$ cat src/rtl/puf_rng_word_collector.sv
// Von Neumann debiaser and 64-bit word packer for the ring-oscillator race bits,
// with a sticky repetition-count health test that latches on a stuck source.
module puf_rng_word_collector #(
    parameter int WORD_W    = 64,
    parameter int REP_LIMIT = 32,
    parameter int DROP_W    = 16
) (
    input  logic              clock,
    input  logic              reset,
    input  logic              enable,
    input  logic              raw_bit,
    input  logic              raw_valid,
    output logic [WORD_W-1:0] word_out,
    output logic              word_valid,
    input  logic              word_ready,
    output logic [6:0]        fill_cnt,
    output logic [DROP_W-1:0] drop_cnt,
    output logic              health_fail
);

    typedef enum logic [1:0] {IDLE, FILL, HOLD, FAIL} state_t;

    state_t     state;
    logic       phase_b;
    logic       first_bit;
    logic       last_bit;
    logic [7:0] run_cnt;

    logic       sample;
    logic [7:0] run_next;
    logic       trip;
    logic       corr_valid;
    logic       handshake;

    // Raw bits only count while collecting; a FILL cycle with enable low is a pure exit.
    assign sample     = raw_valid && (((state == FILL) && enable) || (state == HOLD));
    assign run_next   = ((run_cnt == 8'd0) || (raw_bit != last_bit)) ? 8'd1 : run_cnt + 8'd1;
    assign trip       = sample && (run_next == 8'(REP_LIMIT));
    assign corr_valid = sample && phase_b && (raw_bit != first_bit);
    assign handshake  = (state == HOLD) && word_ready;

    // NOTE: all state is registered with non-blocking assignments so every branch
    // below sees the values from before this edge, regardless of statement order.
    always_ff @(posedge clock) begin
        if (reset) begin
            state       <= IDLE;
            word_out    <= '0;
            word_valid  <= 1'b0;
            fill_cnt    <= '0;
            drop_cnt    <= '0;
            health_fail <= 1'b0;
            phase_b     <= 1'b0;
            first_bit   <= 1'b0;
            last_bit    <= 1'b0;
            run_cnt     <= '0;
        end else begin
            case (state)
                IDLE: begin
                    phase_b <= 1'b0;
                    run_cnt <= '0;
                    if (enable && !health_fail)
                        state <= FILL;
                end
                FILL, HOLD: begin
                    if ((state == FILL) && !enable) begin
                        state   <= IDLE;
                        phase_b <= 1'b0;
                        run_cnt <= '0;
                    end else if (trip) begin
                        // A held word is withdrawn; everything else freezes.
                        state       <= FAIL;
                        health_fail <= 1'b1;
                        word_valid  <= 1'b0;
                        run_cnt     <= run_next;
                    end else begin
                        if (sample) begin
                            run_cnt  <= run_next;
                            last_bit <= raw_bit;
                            phase_b  <= !phase_b;
                            if (!phase_b)
                                first_bit <= raw_bit;
                        end
                        if (corr_valid) begin
                            if (state == FILL) begin
                                word_out <= {word_out[WORD_W-2:0], first_bit};
                                fill_cnt <= fill_cnt + 7'd1;
                                if (fill_cnt == 7'(WORD_W - 1)) begin
                                    word_valid <= 1'b1;
                                    state      <= HOLD;
                                end
                            end else if (!(&drop_cnt)) begin
                                drop_cnt <= drop_cnt + 1'b1;
                            end
                        end
                        if (handshake) begin
                            word_valid <= 1'b0;
                            fill_cnt   <= '0;
                            state      <= enable ? FILL : IDLE;
                        end
                    end
                end
                FAIL: state <= FAIL;
                default: state <= IDLE;
            endcase
        end
    end

endmodule

$ cat config.mk
export PLATFORM = sky130hd
export DESIGN_NAME = puf_rng_word_collector
export DESIGN_NICKNAME = d
export VERILOG_FILES = /design/src/rtl/puf_rng_word_collector.sv
export SDC_FILE = /design/constraint.sdc
export NUM_CORES = 1
export LEC_CHECK = 0
export CORE_MARGIN = 2
export CORE_UTILIZATION = 51
export CTS_CLUSTER_DIAMETER = 50
export DETAILED_ROUTE_END_ITERATION = 10
export HOLD_SLACK_MARGIN = 0.03
export PLACE_DENSITY = 0.79
export SYNTH_ARGS = -nofsm -noshare
export SYNTH_HDL_FRONTEND = slang
export SYNTH_SLANG_ARGS = --single-unit
$ cat constraint.sdc
create_clock -name clock -period 3.4 [get_ports clock]
set_clock_uncertainty 0.15 [all_clocks]
set_input_delay 0.51 -clock clock [delete_from_list [all_inputs] [get_ports clock]]
set_output_delay 0.51 -clock clock [all_outputs]
set_load 0.1 [all_outputs]
==> metrics.md <==
| Metric | Value |
|---|---|
| Status | complete, no violations |
| Vert. Die Dim | 99.9 µm |
| Leading area contributor after synthesis | dfxtp_1 |
| CP arrival | 2940 ps |
| CP max FO | 64 |
| Routability cong. | 0.844 |
| Clock transition at path regs | 100 ps |
| H-tree depth | 3 |
| Number of synthesized register bits | 102 |
| Syn nets | 507 |
| Via density | roughly 5.5 |
| Most Crowded Layer GR | met2 |
| PD cells | 393 nW/µm² |
| Max Freq | 351 MHz |
| Critical path's largest stage delay | around 500 ps |
| Post-cts repair resize count | 0 |
| Synthesized area | 4690 µm² |
| Post-synth EDFFs | 0 |
| Hold-fix buffers at CTS | 0 |
| Met1 usage | a little over a quarter |
| Root Driver | clkbuf_8 |
| Comb power frac | 13.7% |
| Initial antenna violation count | 0 |
| Overall Power | 2.25 mW |
| Final hold violation count | 0 |
| Clock Tree Buf Depth | 2 |
| Leak Pwr | 2.04 nW |
| Critical path class | register to register |
| DR DRC count | 0 |
| RSZ-0062 raised after global routing | no |
| Horiz. Die Dim | between 90 and 100 µm |
| Synth area leaders | dfxtp_1, mux2i_1, nor2_1, a21oi_1, ha_1 |
| Hold Path Class | register to register |
| Critical path launch point type | register |
| ANT nets after route | 0 |
| Maximum number of pins on one net before global-route repair | 65 |
| Sequential Power Share | ~55% |
| Via count | 3793 |
| Synth cell count leaders | dfxtp_1, nor2_1, mux2i_1, a21oi_1, nand2_1 |
| Vias in the first global route | 3564 |
| Hpwl dp | 7.18 mm |
| Synth async-reset ratio | 0% |
| # IOs | between 90 and 100 |
| Avg Cell Area, Syn | ~9.5 µm² |
| M3 GR Usage | 3.62% |
| Clock network power share | 31.3% |
| Critical-path cell list | inv_1 > ha_1 > or4b_1 > o211ai_2 > a2111oi_4 > buf_4 > a21oi_4 > buf_12 > mux2i_1 > nor2_1 |
| Initial Util | 53.2% |
| VDD IR-drop max | 0.000262 V |
| Ratio of cells with drive above 1 in the final layout | 14.9% |
| Final worst path period need | 2850 ps |
| Antenna cell count | 0 |
| Max Cap Viol | 0 |
| Psw | 0.641 mW |
| Total Wirelength | roughly 10 mm |
| GR Util met2 | about 34% |
| Max-Slew Margin vs Limit | 33.3% |
| Final TNS setup | 0 ps |
| Worst endpoint required time | between 3000 and 4000 ps |
| Final setup fails | 0 |
| First drt pass iteration count | 4 |
| Max-slew violations | 0 |
| Die area | 9980 µm² |
| YS warnings | 0 |
| WP buf/inv | 3 |
| Clk Latency, worst-skew pair | 350 ps |
| DR WL/cell | 14.4 µm |
| PortBufs | 94 |
| Most frequent cell after synthesis | dfxtp_1 |
| Fin nets | a little under 600 |
| Crit end category | register |
| Yosys top cell area share | 43.6% |
| Core area | 8810 µm² |
| First-pass GRT wire length | 16.7 mm |
| GRT Util Overall | 20.4% |
| Layout area overhead | 21.8% |
| Internal | about 1.6 mW |
| Post-synth cell types | 67 |
| Final period util | 83.7% |
| Delay-heaviest family, CP | buffers and inverters |
| CTS tree | done |
| Sink Count | 102 |
| Synth Flop Type | dfxtp_1 |
| CTS Buf Count | 9 |
| Row cnt | 34 |
| Setup repair bufs after CTS | 0 |
| Syn Inst Count | 491 |
| Grt total ovfl | 0 |
| Highest-delay cell along the critical path | or4b_1 |
| Iteration-0 DRC Markers | 143 |
| Worst slew pin tran | 998 ps |
| Sw frac | 28.5% |
| Sequential share of the synthesized area | 43.6% |
## power by group through the flow
| stage | clock network (mW) | registers, mW | logic (mW) |
|---|---|---|---|
| finish | 0.704 | 1.23 | 0.307 |
| global route | 0.773 | 1.24 | 0.341 |
| CTS | 0.726 | 1.23 | 0.307 |
| detailed placement | 0 | 1.26 | 0.307 |
| global placement | 0 | 1.26 | 0.292 |
| floorplan | 0 | 1.25 | 0.247 |
## routing by layer
layer / up-vias / share of wire [%] / wire length, µm
met4: 0 / 0.70 / 70
met2: 85 / 47 / 4720
met1: 1783 / 48 / 4820
met3: 4 / 3.7 / 369
li1: 1921 / - / -
met5: - / 0 / 0
## logic make-up (layout without fill, tap and decap cells)
logic type | count (synthesis) | after routing | synth area share (%)
xor+xnor | 4 | 4 | 0.747
compound gates | 88 | 88 | 13.2
fa+ha+maj | 10 | 10 | 2.67
buf+inv | 33 | 126 | 5.26
mux | 70 | 70 | 15.1
simple gates | 184 | 184 | 19.5
flops | 102 | 102 | 43.6
## per-stage QoR
| step | instances | area [µm²] | hold WS [ps] | worst slack (ps) | utilization, % |
|---|---|---|---|---|---|
| after floorplan | 491 | 4690 | 300 | 288 | - |
| after global placement | 676 | 5530 | 325 | 488 | 62.8 |
| after detailed placement | 676 | 5530 | 333 | 427 | 62.8 |
| after CTS | 692 | 5710 | 354 | 594 | 64.9 |
| after global routing | 692 | 5710 | 377 | 401 | 64.9 |
| final | 692 | 5710 | 345 | 554 | 64.9 |
## worst register-to-register path: stages (launching register included)
cell	delay [ps]
dfxtp_1	420
inv_1	120
ha_1	150
or4b_1	500
o211ai_2	270
a2111oi_4	50
buf_4	190
a21oi_4	150
buf_12	350
mux2i_1	340
nor2_1	50
## layout make-up
type | instances | area (µm²)
clock buffer | 9 | 124
tap | 108 | 135
timing repair buffer | 101 | 913
sequential | 102 | 2040
inverter | 9 | 33.8
multi-input combinational | 356 | 2410
clock inverter | 7 | 56.3
fill | 731 | 3090
## sequential cells by signal, indices dropped and copies added (netlist names)
signal,count
first_bit,1
drop_cnt,16
fill_cnt,7
word_valid,1
last_bit,1
phase_b,1
state,2
word_out,64
health_fail,1
run_cnt,8
## final timing paths
check / from / to / slack [ps] / cells after the start
setup / recovery: run_cnt[0] / word_out[22] / 550 / 10
hold / removal: health_fail / health_fail / 340 / 2
setup reg to reg: run_cnt[0] / word_out[22] / 550 / 10
hold reg to reg: health_fail / health_fail / 340 / 2
## placed cells by master, fill, tap and decap left out, types with 4 or more instances in the layout
master / netlist / routed
a21oi_1: 31 / 31
a31o_2: 4 / 4
and2_1: 8 / 8
buf_4: 1 / 41
clkbuf_8: 0 / 9
clkdlybuf4s50_1: 0 / 58
dfxtp_1: 102 / 102
ha_1: 10 / 10
inv_1: 9 / 9
mux2i_1: 67 / 67
nand2_1: 24 / 24
nand3_1: 9 / 9
nand3b_1: 4 / 4
nand4_1: 6 / 6
nor2_1: 88 / 88
nor2b_1: 7 / 7
o21ai_0: 15 / 15
o31ai_1: 5 / 5
or2_2: 5 / 5
or4_1: 7 / 7
Note: power is estimated with default switching activity, not from simulation.
